$ cat config.mk
export PLATFORM = sky130hd
export DESIGN_NAME = disp_scan_ctrl
export DESIGN_NICKNAME = d
export VERILOG_FILES = /design/src/rtl/disp_scan_ctrl.sv
export SDC_FILE = /design/constraint.sdc
export NUM_CORES = 1
export LEC_CHECK = 0
export BUFFER_PORTS_ARGS = -buffer_cell sky130_fd_sc_hd__buf_2
export CORE_UTILIZATION = 60
export CTS_CLUSTER_DIAMETER = 80
export DETAILED_ROUTE_END_ITERATION = 8
export PLACE_DENSITY_LB_ADDON = 0.1
export SETUP_SLACK_MARGIN = 0.5
export SLEW_MARGIN = 40
export SYNTH_ARGS = -nofsm -noshare
export SYNTH_HDL_FRONTEND = slang
export SYNTH_SLANG_ARGS = --single-unit
$ cat constraint.sdc
create_clock -name clk -period 6.7 [get_ports clk]
set_input_delay 0.67 -clock clk [delete_from_list [all_inputs] [get_ports clk]]
set_output_delay 0.67 -clock clk [all_outputs]
set_load 0.005 [all_outputs]
$ cat src/rtl/disp_scan_ctrl.sv
// disp_scan_ctrl: time-multiplexed position display scanner; DISP_SCAN_SKIP_EN scans only axes that have been strobed.
module disp_scan_ctrl #(
    parameter int NUM_AXES = 4,
    parameter int POS_W    = 10,
    parameter int DWELL    = 50000,
    parameter int BLANK    = 500,
    parameter int CENTER   = 540
) (
    input  logic                      clk,
    input  logic                      rst,
    input  logic [NUM_AXES*POS_W-1:0] pos_bus,
    input  logic [NUM_AXES-1:0]       pos_valid,
    input  logic                      freeze,
    output logic [POS_W-1:0]          sel_pos,
    output logic [NUM_AXES-1:0]       digit_en,
    output logic [2:0]                cur_axis,
    output logic                      frame_done
);
    localparam int CW = $clog2(DWELL > BLANK ? DWELL : BLANK) + 1;
    typedef enum logic {S_BLANK, S_SHOW} state_t;
    state_t state_q, state_d;
    logic [CW-1:0] cnt_q, cnt_d;
    logic [2:0] axis_q, axis_d, nxt;
    logic wrap, snap;
    logic [POS_W-1:0] shadow_q [NUM_AXES];
    logic [POS_W-1:0] shadow_d [NUM_AXES];
    logic [POS_W-1:0] disp_q [NUM_AXES];
    logic [POS_W-1:0] disp_d [NUM_AXES];
    logic [POS_W-1:0] sel_q, sel_d;
    logic [NUM_AXES-1:0] en_q, en_d;
    logic fd_q, fd_d;
`ifdef DISP_SCAN_SKIP_EN
    logic [NUM_AXES-1:0] seen_q, seen_d;
    logic found;
    int idx;
`endif
    always_comb begin
`ifdef DISP_SCAN_SKIP_EN
        seen_d = seen_q | pos_valid;
        nxt = axis_q;
        wrap = 1'b0;
        found = 1'b0;
        idx = 0;
        for (int k = 1; k <= NUM_AXES; k++) begin
            idx = (int'(axis_q) + k) % NUM_AXES;
            if (!found && seen_q[idx]) begin
                found = 1'b1;
                nxt = 3'(idx);
                wrap = idx <= int'(axis_q);
            end
        end
`else
        wrap = axis_q == 3'(NUM_AXES - 1);
        nxt = wrap ? 3'd0 : axis_q + 3'd1;
`endif
        state_d = state_q;
        cnt_d = cnt_q + CW'(1);
        axis_d = axis_q;
        fd_d = 1'b0;
        snap = 1'b0;
        if (state_q == S_BLANK) begin
            if (cnt_q == CW'(BLANK - 1)) begin
                cnt_d = '0;
`ifdef DISP_SCAN_SKIP_EN
                // Idle in blank until some axis has reported; then start on the lowest seen one
                if (seen_q != '0) begin
                    state_d = S_SHOW;
                    axis_d = seen_q[axis_q] ? axis_q : nxt;
                end
`else
                state_d = S_SHOW;
`endif
            end
        end else if (cnt_q == CW'(DWELL - 1)) begin
            state_d = S_BLANK;
            cnt_d = '0;
            axis_d = nxt;
            fd_d = wrap;
            snap = wrap && !freeze;
        end
        for (int i = 0; i < NUM_AXES; i++) begin
            shadow_d[i] = pos_valid[i] ? pos_bus[i*POS_W +: POS_W] : shadow_q[i];
            disp_d[i] = snap ? shadow_q[i] : disp_q[i];
        end
        // Route from the next-state display so a fresh snapshot is visible on the same edge
        sel_d = disp_d[0];
        for (int i = 1; i < NUM_AXES; i++)
            sel_d = (axis_d == 3'(i)) ? disp_d[i] : sel_d;
        en_d = (state_d == S_SHOW) ? NUM_AXES'(1) << axis_d : '0;
    end
    always_ff @(posedge clk) begin
        if (rst) begin
            state_q <= S_BLANK;
            cnt_q <= '0;
            axis_q <= '0;
            sel_q <= POS_W'(CENTER);
            en_q <= '0;
            fd_q <= 1'b0;
            for (int i = 0; i < NUM_AXES; i++) begin
                shadow_q[i] <= POS_W'(CENTER);
                disp_q[i] <= POS_W'(CENTER);
            end
`ifdef DISP_SCAN_SKIP_EN
            seen_q <= '0;
`endif
        end else begin
            state_q <= state_d;
            cnt_q <= cnt_d;
            axis_q <= axis_d;
            sel_q <= sel_d;
            en_q <= en_d;
            fd_q <= fd_d;
            for (int i = 0; i < NUM_AXES; i++) begin
                shadow_q[i] <= shadow_d[i];
                disp_q[i] <= disp_d[i];
            end
`ifdef DISP_SCAN_SKIP_EN
            seen_q <= seen_d;
`endif
        end
    end
    assign sel_pos = sel_q;
    assign digit_en = en_q;
    assign cur_axis = axis_q;
    assign frame_done = fd_q;
endmodule

==> results.json, run 1 <==
{
  "avgSynthCellArea_um2": 10.5,
  "initial_core_util": 0.627,
  "synth_fp_nets": 488,
  "min_to": "shadow_q[0][9]",
  "worst_pin_slew_ps": 683,
  "p_per_area_nw_per_um2": 287,
  "worstPathCellList": "ha_1, and3_1, nand3_2, or4b_4, mux2_4, nor2b_4, mux2i_1, a2111o_1",
  "reg2reg_depth": 8,
  "end_kind": "register",
  "rr_startpoint": "cnt_q[0]",
  "hold_start": "pos_bus[9]",
  "grt_pass1_vias": 3089,
  "core_um2": 7330,
  "rows": 31,
  "slowest_delay_ps": 570,
  "insertion_delay_ps": 510,
  "cts.sinks": 116,
  "cts_max_level": 4,
  "first_iter_violations": 120,
  "dieWidth_um": 89.5,
  "drive_gt1_frac": 0.235,
  "grt_max_degree": 62,
  "hp-class": "in2reg",
  "power.total_mw": 1.58,
  "whs_ps": 361,
  "highest_layer": "met4",
  "gp_congestion": 0.808,
  "ys_types": 42,
  "rsz0062_at_grt": "false",
  "io_buffers": 64,
  "clk_path_buf_depth": 2,
  "die_y_um": 89.5,
  "synth_edf_count": 0,
  "track_usage": 0.244,
  "ys_warn_count": 0,
  "cts_buffers": 17,
  "met1_length_um": 4100,
  "fmax_mhz": 340,
  "place_area_um2": 4970,
  "holdPathStages": 2,
  "ys_seq_elements": 116,
  "timing.final.crit_period_ps": 2940,
  "rr_endpoint": "sel_pos[3]",
  "wl_um": 9080,
  "pre_cts_ws_ps": 3800,
  "cts_tree": "done",
  "drt_pass1_iterations": 4,
  "fin_area_um2": 5510,
  "critPathRequiredTime_ps": 7090,
  "layout.nets": 551,
  "hold_buffers": 0,
  "cts_setup_buffers": 0,
  "io-pin-count": 65,
  "root_buffer": "clkbuf_8",
  "synth.area.top_cells": "dfxtp_1, mux2i_1, nor2_1",
  "wl_per_cell_um": 14.8,
  "antenna_found_initial": 0,
  "drv_cap": 0,
  "yosysTopAreaCell": "dfxtp_1",
  "relSlewSlack": 0.545,
  "leakage_nw": 2.23,
  "synth_top_cell_area_share": 0.506,
  "timing.final.crit_share": 0.439,
  "setup_viol": 0,
  "synth_area_um2": 4590,
  "reg2reg_slack_ps": 3760,
  "grt_pass1_wl_um": 14200,
  "startpoint_type": "register",
  "slew_viol_final": 0,
  "worst_slack_ps": 3760,
  "antenna_left": 0,
  "slowest_stage": "or4b_4",
  "finalHoldViolCount": 0,
  "dp_cells": 582,
  "area_growth_pct": 20.0,
  "synthFlopType": "dfxtp_1",
  "outcome": "finished clean",
  "wl_met3_um": 403,
  "vias": 3303,
  "clk_pin_slew_ps": 60,
  "wl_met2_um": 4360,
  "finalSetupTns_ps": 0,
  "hpwl_um": 6210,
  "ir_drop_v": 0.000210,
  "fin_util": 0.752,
  "skew_ps": 8.54,
  "viasPerCell": 5.38,
  "async_flop_share": 0,
  "cp_max_fo": 10,
  "overflow": 0,
  "diodes": 0,
  "cp.arrival_ps": 3330,
  "drc": 0,
  "cts_resized": 0,
  "critPathKind": "reg2reg",
  "syn_inst": 439,
  "fp.dieArea_um2": 8010,
  "seq_area_frac_synth": 0.506,
  "finalNonFillerCells": 614
}
## synth_stat cells (2+ instances only)
master	count
a211o_1	16
nand3_1	3
dfxtp_1	116
buf_6	2
o22ai_1	2
clkbuf_1	14
inv_1	3
a21oi_2	4
a2111o_1	4
nor4_1	2
buf_2	4
xnor2_1	5
and4_1	2
a221oi_1	2
nand4_1	5
ha_1	2
mux2_2	3
nor2b_1	24
nand2b_1	19
nor3_1	12
mux2i_1	68
a2bb2oi_1	2
and3_1	2
a221o_1	4
buf_1	4
mux2_4	5
nand2_1	9
xor2_1	10
or3_1	2
a21o_1	2
nor2_1	76
## flip-flops by register name, indices dropped and copies added, names as in the netlist
| name | flops |
|---|---|
| cnt_q | 17 |
| state_q | 1 |
| cur_axis | 3 |
| disp_q | 40 |
| shadow_q | 40 |
| digit_en | 4 |
| frame_done | 1 |
| sel_pos | 10 |
## cells in the final DEF, fill, tap and decap left out, types with 10 or more instances in the layout
master	instances
a211o_1	16
nor2_1	76
nand2b_1	19
nor3_1	12
buf_2	64
xor2_1	10
clkbuf_16	16
mux2i_1	67
nor2b_1	24
dfxtp_1	116
## critical path, delay by kind of cell, from the launching register on
kind | cells | cell delay, ps
mux | 2 | 390
simple gates | 4 | 1410
compound gates | 1 | 430
fa+ha+maj | 1 | 210
flops | 1 | 360
## layer usage
metal | global-route usage | vias up
met2 | 0.393 | 86
met1 | 0.294 | 1550
met3 | 0.0813 | 21
met5 | 0 | -
met4 | 0.114 | 0
li1 | - | 1646
## cells by family (layout without fill, tap and decap cells)
group / after synthesis / after routing / share of synthesized area
xor+xnor: 15 / 15 / 0.0286
buf+inv: 28 / 104 / 0.0308
mux: 77 / 77 / 0.177
flops: 116 / 116 / 0.506
compound gates: 39 / 39 / 0.0763
simple gates: 162 / 162 / 0.177
fa+ha+maj: 2 / 2 / 0.00545
## cell type report
class                           instances  area, µm²
Clock inverter                         14        114
Sequential cell                       116       2320
Fill cell                             532       1820
Timing Repair Buffer                   69        370
Tap cell                               99        124
Inverter                                3       11.3
Clock buffer                           18        428
Multi-Input combinational cell        295       2140
## report_power, final
group | internal [mW] | switching, mW | leakage (nW)
sequential | 0.707 | 0.00961 | 0.945
combinational | 0.0316 | 0.0306 | 1.02
clock | 0.496 | 0.306 | 0.266
## how the worst max path moves through the flow
stage,startpoint,endpoint,slack (ps),cells after the start
floorplan,cnt_q[0],sel_pos[2],4000,11
global placement,cnt_q[0],sel_pos[4],3900,8
detailed placement,cnt_q[0],sel_pos[3],3800,8
CTS,cnt_q[0],sel_pos[3],3760,8
global route,cnt_q[0],sel_pos[3],3620,8
finish,cnt_q[0],sel_pos[3],3760,8
(Power assumes the default switching activity.)
==> run 2: changes to the inputs <==
ABC_AREA = 1   (was default)
CORE_UTILIZATION = 51   (was 60)
clock period = 2.54 ns   (was 6.7 ns; I/O delays follow)
==> run 2 against run 1 <==
Against the previous run: sequential cell count unchanged; die area up 24%; highest routed layer unchanged; total power rose to 2.9 times the previous value; utilization down 7.6 points.
==> results.json, run 2 <==
{
  "hp-class": "in2reg",
  "fin_util": 0.676,
  "die_y_um": 99.5,
  "io-pin-count": 65,
  "synth_fp_nets": 721,
  "worst_slack_ps": 612,
  "wl_um": 11200,
  "p_switching_mw": 0.993,
  "syn_inst": 672,
  "async_flop_share": 0,
  "critPathKind": "reg2reg",
  "synth_common_cells": "nand2_1, dfxtp_1, inv_1",
  "final_cell_mix": "nand2_1, dfxtp_1, inv_1, nor2_1, buf_2",
  "end_kind": "register",
  "finalHoldViolCount": 0,
  "overflow": 0,
  "cp.arrival_ps": 2370,
  "cts.sinks": 116,
  "seq_area_frac_synth": 0.479,
  "synth_area_um2": 4850,
  "rows": 35,
  "switching_share": 0.217,
  "diodes": 0,
  "vias": 4360,
  "track_usage": 0.247,
  "antenna_left": 0,
  "synthFlopType": "dfxtp_1",
  "setup_viol": 0,
  "gp_congestion": 0.912,
  "cp_max_fo": 9,
  "grt_max_degree": 42,
  "drive_gt1_frac": 0.209,
  "final_common_cell": "nand2_1",
  "p_int_mw": 3.58,
  "area_growth_pct": 28.9,
  "dp_cells": 843,
  "viasPerCell": 4.82,
  "cts_tree": "done",
  "core_um2": 9240,
  "avgSynthCellArea_um2": 7.21,
  "fp.dieArea_um2": 9900,
  "critPathBufInv": 4,
  "synth_edf_count": 0,
  "critPathRequiredTime_ps": 2980,
  "yosysTopAreaCell": "dfxtp_1",
  "pre_cts_ws_ps": 412,
  "initial_core_util": 0.525,
  "finalSetupTns_ps": 0,
  "reg.largest.list": "disp_q x40, shadow_q x40, cnt_q x17",
  "p_per_area_nw_per_um2": 732,
  "startpoint_type": "register",
  "slowest_stage": "dfxtp_1",
  "grt_pass1_wl_um": 19200,
  "yosysMostFrequentCell": "nand2_1",
  "ys_warn_count": 0,
  "slew_viol_final": 0,
  "rsz0062_at_grt": "true",
  "drt_pass1_iterations": 5,
  "slowest_delay_ps": 400,
  "clk_pin_slew_ps": 60,
  "power.total_mw": 4.58,
  "io_buffers": 64,
  "drc": 0,
  "cts_buffers": 17,
  "outcome": "finished clean",
  "timing.final.crit_period_ps": 1930,
  "clk_path_buf_depth": 2,
  "ir_drop_v": 0.000421,
  "fmax_mhz": 519,
  "wl_per_cell_um": 12.4,
  "finalNonFillerCells": 904,
  "layout.nets": 812,
  "relSlewSlack": 0.629,
  "seqPwrFrac": 0.413,
  "grt_pass1_vias": 4256,
  "synth.area.top_cells": "dfxtp_1, nand2_1, inv_1",
  "hpwl_um": 7730,
  "root_buffer": "clkbuf_8",
  "worst_pin_slew_ps": 556,
  "insertion_delay_ps": 510,
  "clock_power_share": 0.546,
  "drv_cap": 0,
  "comb_power_share": 0.041,
  "cp_top_family": "simple AND/OR/NAND/NOR gates",
  "leakage_nw": 2.89,
  "ys_types": 29,
  "nFillCells": 816,
  "worstPathCellList": "inv_1, nor2_1, nand2_1, nor2_2, nand3_2, nand2_1, nand2_4, inv_1, nand3_4, buf_4, nand2_1, inv_1, a21oi_2",
  "first_iter_violations": 183,
  "skew_ps": 9.64,
  "antenna_found_initial": 0,
  "ys_seq_elements": 116,
  "cts_max_level": 4,
  "synth_top_cell_area_share": 0.479,
  "timing.final.crit_share": 0.759,
  "dieWidth_um": 99.5
}
run 2: cell types whose count changed in the layout (fill, tap and decap cells not counted), sizes merged, moves of 19 or more:
cell         previous run  this run
a21oi                   4        34
dlygate4sd3             0        22
inv                     3        93
mux2i                  69         0
nand2                   9       183
nand2b                 19         0
nand3                   4        41
nor2b                  25         0
o21ai                   1        50
run 2: layout make-up:
| class | count | area, µm² | share of cell area |
|---|---|---|---|
| flip-flops and latches | 116 | 2330 | 0.372 |
| multi-input cells | 435 | 2110 | 0.337 |
| repair buffers | 102 | 689 | 0.110 |
| clock buffers | 18 | 428 | 0.0685 |
| inverters | 91 | 344 | 0.0551 |
| clock inverters | 13 | 195 | 0.0312 |
| well taps | 129 | 161 | 0.0258 |
run 2: what timing repair did:
item / CTS / global route
hold buffers: 22 / 0
gates resized for setup: 4 / 19
pin swaps: 1 / 3
endpoints found under the setup margin: 10 / 24
buffers inserted: 1 / 7
endpoints found under the hold margin: 21 / 0
run 2: kinds of logic (layout without fill, tap and decap cells):
kind of cell / after synthesis / count (layout) / share of synthesized area
buffers and inverters: 121 / 224 / 0.0999
flip-flops: 116 / 116 / 0.479
XOR/XNOR: 8 / 8 / 0.0145
adder cells (fa/ha/maj): 2 / 2 / 0.00516
AO/OA/AOI/OAI: 84 / 84 / 0.0906
AND/OR/NAND/NOR: 341 / 341 / 0.311
run 2: worst reg2reg max path: stages, from the launching register on:
cell and delay, ps:
dfxtp_1 400, inv_1 110, nor2_1 100, nand2_1 70, nor2_2 130, nand3_2 110
nand2_1 130, nand2_4 90, inv_1 150, nand3_4 160, buf_4 180, nand2_1 50
inv_1 40, a21oi_2 130
run 2: per-stage QoR:
stage	hold slack, ps	cell area [µm²]
after floorplan	376	4850
after global placement	431	5250
after global routing	23.3	6250
after detailed placement	445	5250
final	11.6	6250
after CTS	2.69	6130
run 2: worst paths after layout:
check                 startpoint             end  slack (ps)  cells after the start
setup / recovery        cnt_q[6]      sel_pos[8]         610                     13
hold / removal      pos_valid[3]  shadow_q[3][4]          10                      3
setup reg to reg        cnt_q[6]      sel_pos[8]         610                     13
hold reg to reg   shadow_q[0][8]  shadow_q[0][8]         450                      2
run 2: power by group through the flow:
stage / clock (mW) / sequential, mW / combinational [mW]
floorplan: 0 / 1.92 / 0.0998
detailed placement: 0 / 1.93 / 0.161
global placement: 0 / 1.93 / 0.156
global route: 2.62 / 1.89 / 0.216
finish: 2.50 / 1.89 / 0.188
CTS: 2.52 / 1.89 / 0.187
run 2: routing by layer:
layer | GRT usage | vias up | wire length (µm)
li1 | - | 2275 | -
met1 | 0.295 | 1989 | 5080
met2 | 0.427 | 76 | 5560
met3 | 0.0597 | 20 | 338
met4 | 0.0984 | 0 | 227
met5 | 0 | - | 0
==> run 3: changes to the inputs <==
ABC_AREA = 0   (was 1)
CORE_UTILIZATION = 56   (was 51)
clock period = 1.8 ns   (was 2.54 ns; I/O delays follow)
==> run 3 against run 2 <==
Against the previous run: synthesized cell count fell by 35%; the flow now stops in 5_1_grt; synthesized area fell by 5.2%.
==> results.json, run 3 <==
{
  "synth_common_cells": "dfxtp_1, nor2_1, mux2i_1",
  "rows": 32,
  "async_flop_share": 0,
  "die_y_um": 92.6,
  "synth_edf_count": 0,
  "cts_max_level": 4,
  "dieWidth_um": 92.6,
  "gp_congestion": 0.872,
  "grt_max_degree": 60,
  "root_buffer": "clkbuf_8",
  "io_buffers": 64,
  "synthFlopType": "dfxtp_1",
  "worst-ep-kind": "sequential cell input",
  "yosysMostFrequentCell": "dfxtp_1",
  "place_area_um2": 5480,
  "synth_top_cell_area_share": 0.506,
  "avgSynthCellArea_um2": 10.5,
  "synth_area_um2": 4590,
  "yosysTopAreaCell": "dfxtp_1",
  "ys_seq_elements": 116,
  "cts_buffers": 17,
  "worst_endpoint": "sel_pos[2]$_SDFF_PP1_/D",
  "ys_warn_count": 0,
  "io-pin-count": 65,
  "hpwl_um": 6680,
  "syn_inst": 439,
  "ys_types": 42,
  "antenna_found_initial": 2,
  "synth_fp_nets": 488,
  "pre_cts_ws_ps": -745,
  "error_line": "[ERROR DPL-0033] detailed placement checks failed during check placement.",
  "initial_core_util": 0.585,
  "seq_area_frac_synth": 0.506,
  "clk_path_buf_depth": 2,
  "cts.sinks": 116,
  "stop_stage": "5_1_grt",
  "outcome": "stopped before the end",
  "synth.area.top_cells": "dfxtp_1, mux2i_1, nor2_1"
}
[run 3: changes by cell type after synthesis, moves of 10 or more]
cell,delta
o21ai_0,-49
nor2b_1,+24
or2_2,-10
a21oi_1,-29
nand2_1,-167
mux2i_1,+68
inv_1,-78
nand4_1,-12
nand2b_1,+19
a211o_1,+16
nand3_1,-35
[run 3: through the flow]
stage,hold WS (ps),instances
after CTS,46.3,732
after floorplan,298,439
after global placement,383,642
after detailed placement,388,642
[run 3: logic make-up after synthesis]
logic type / after synthesis / share of synthesized area
AND/OR/NAND/NOR: 162 / 0.177
flip-flops: 116 / 0.506
adder cells (fa/ha/maj): 2 / 0.00545
XOR/XNOR: 15 / 0.0286
multiplexers: 77 / 0.177
AO/OA/AOI/OAI: 39 / 0.0763
buffers and inverters: 28 / 0.0308
[run 3: repair_timing]
action	CTS
buffers inserted	13
hold buffers	40
setup endpoints to repair	78
gates resized for setup	101
hold endpoints to repair	40
pin swaps	3
cloned	5
==> run 4: changes to the inputs <==
CORE_UTILIZATION = 40   (was 56)
CTS_CLUSTER_DIAMETER = default   (was 80)
PLACE_DENSITY_LB_ADDON = 0.15   (was 0.1)
SETUP_SLACK_MARGIN = default   (was 0.5)
==> run 4 against run 3 <==
Against the previous run: the flow now finishes, with violations (negative setup slack).
==> results.json, run 4 (synthesis gave the netlist of run 1 again) <==
{
  "die_y_um": 109,
  "startpoint_type": "register",
  "critPathRequiredTime_ps": 2080,
  "place_area_um2": 5510,
  "io_buffers": 64,
  "skew_ps": 10.2,
  "dieWidth_um": 109,
  "timing.final.crit_period_ps": 2530,
  "slew_viol_final": 0,
  "fin_area_um2": 7370,
  "antenna_found_initial": 0,
  "vias": 3720,
  "hpwl_um": 6810,
  "p_per_area_nw_per_um2": 866,
  "hp-class": "in2reg",
  "io-pin-count": 65,
  "rows": 38,
  "gp_congestion": 0.815,
  "power.total_mw": 6.38,
  "layout.nets": 654,
  "reg2reg_slack_ps": -730,
  "nFillCells": 817,
  "finalHoldViolCount": 0,
  "drt_pass1_iterations": 6,
  "drive_gt1_frac": 0.439,
  "final_common_cell": "dfxtp_1",
  "rsz0062_at_grt": "true",
  "p_switching_mw": 1.31,
  "drv_cap": 0,
  "seqPwrFrac": 0.423,
  "setup_viol": 66,
  "wl_per_cell_um": 15.0,
  "p_int_mw": 5.07,
  "root_buffer": "clkbuf_16",
  "grt_max_degree": 65,
  "viasPerCell": 4.91,
  "cts_max_level": 4,
  "cts_tree": "done",
  "initial_core_util": 0.416,
  "outcome": "finished, violations left",
  "finalSetupTns_ps": -21090,
  "end_kind": "register",
  "switching_share": 0.205,
  "worst_slack_ps": -729,
  "reg.largest.list": "disp_q x40, shadow_q x40, cnt_q x17",
  "grt_pass1_vias": 3621,
  "violations": "negative setup slack",
  "ir_drop_v": 0.000890,
  "relSlewSlack": 0.745,
  "antenna_left": 0,
  "comb_power_share": 0.046,
  "drc": 0,
  "final_cell_mix": "dfxtp_1, nor2_1, buf_2, buf_4, mux2i_4",
  "clock_power_share": 0.531,
  "critPathKind": "reg2reg",
  "cp.arrival_ps": 2810,
  "track_usage": 0.202,
  "cts_buffers": 17,
  "area_growth_pct": 60.4,
  "overflow": 0,
  "worst_pin_slew_ps": 379,
  "fp.dieArea_um2": 11900,
  "clk_pin_slew_ps": 50,
  "cts.sinks": 116,
  "wl_um": 11300,
  "first_iter_violations": 138,
  "grt_pass1_wl_um": 17800,
  "diodes": 0,
  "timing.final.crit_share": 1.41,
  "leakage_nw": 2.97,
  "insertion_delay_ps": 410,
  "fmax_mhz": 395,
  "cp_max_fo": 4,
  "clk_path_buf_depth": 2,
  "core_um2": 11000
}
run 4: area by class of cell:
type / instances / area (µm²) / area share
clock buffer: 23 / 478 / 0.0649
multi-input combinational: 297 / 2820 / 0.382
clock inverter: 9 / 126 / 0.0171
inverter: 3 / 11.3 / 0.00153
tap: 140 / 175 / 0.0238
sequential: 116 / 2320 / 0.315
timing repair buffer: 170 / 1440 / 0.195
run 4: routing by layer:
layer  vias up  part of all wire  wire, µm  track usage
li1       1866                 -         -            -
met1      1755              0.45      5070        0.249
met2        88              0.49      5610        0.334
met3        11             0.045       506       0.0622
met4         0             0.014       157       0.0627
met5         -                 0         0            0
run 4: worst max-delay path: stages, from the launching register on:
cell	delay, ps
dfxtp_2	350
ha_4	130
and3_4	200
nand3_2	80
or4b_4	540
mux2_4	330
nor2b_4	140
buf_12	120
mux2i_1	120
a2111o_1	380
run 4: what timing repair did:
action	4_1_cts	5_1_grt
gates resized for setup	90	52
hold buffers	17	0
buffers inserted	17	14
gates cloned	6	0
setup endpoints to repair	74	75
endpoints found under the hold margin	17	0
pin swaps	11	25
run 4: worst paths after layout:
path | start | endpoint | depth (start not counted)
setup / recovery | cnt_q[0] | sel_pos[4] | 9
hold / removal | pos_bus[16] | shadow_q[1][6] | 3
setup reg to reg | cnt_q[0] | sel_pos[4] | 9
hold reg to reg | shadow_q[0][7] | shadow_q[0][7] | 2
run 4: metrics by stage:
stage                      util  std cells  hold slack (ps)  worst slack, ps
after floorplan               -        439              298             -801
after global placement    0.500        679              385             -664
after detailed placement  0.500        679              387             -746
after CTS                 0.643        751            0.209             -685
after global routing      0.668        758             3.97             -788
final                     0.668        758             9.70             -729
run 4: power groups by stage:
stage / registers [mW] / clock network (mW) / logic [mW]
floorplan: 2.71 / 0 / 0.155
global placement: 2.72 / 0 / 0.242
detailed placement: 2.72 / 0 / 0.249
CTS: 2.69 / 3.44 / 0.286
global route: 2.70 / 3.58 / 0.327
finish: 2.70 / 3.39 / 0.295
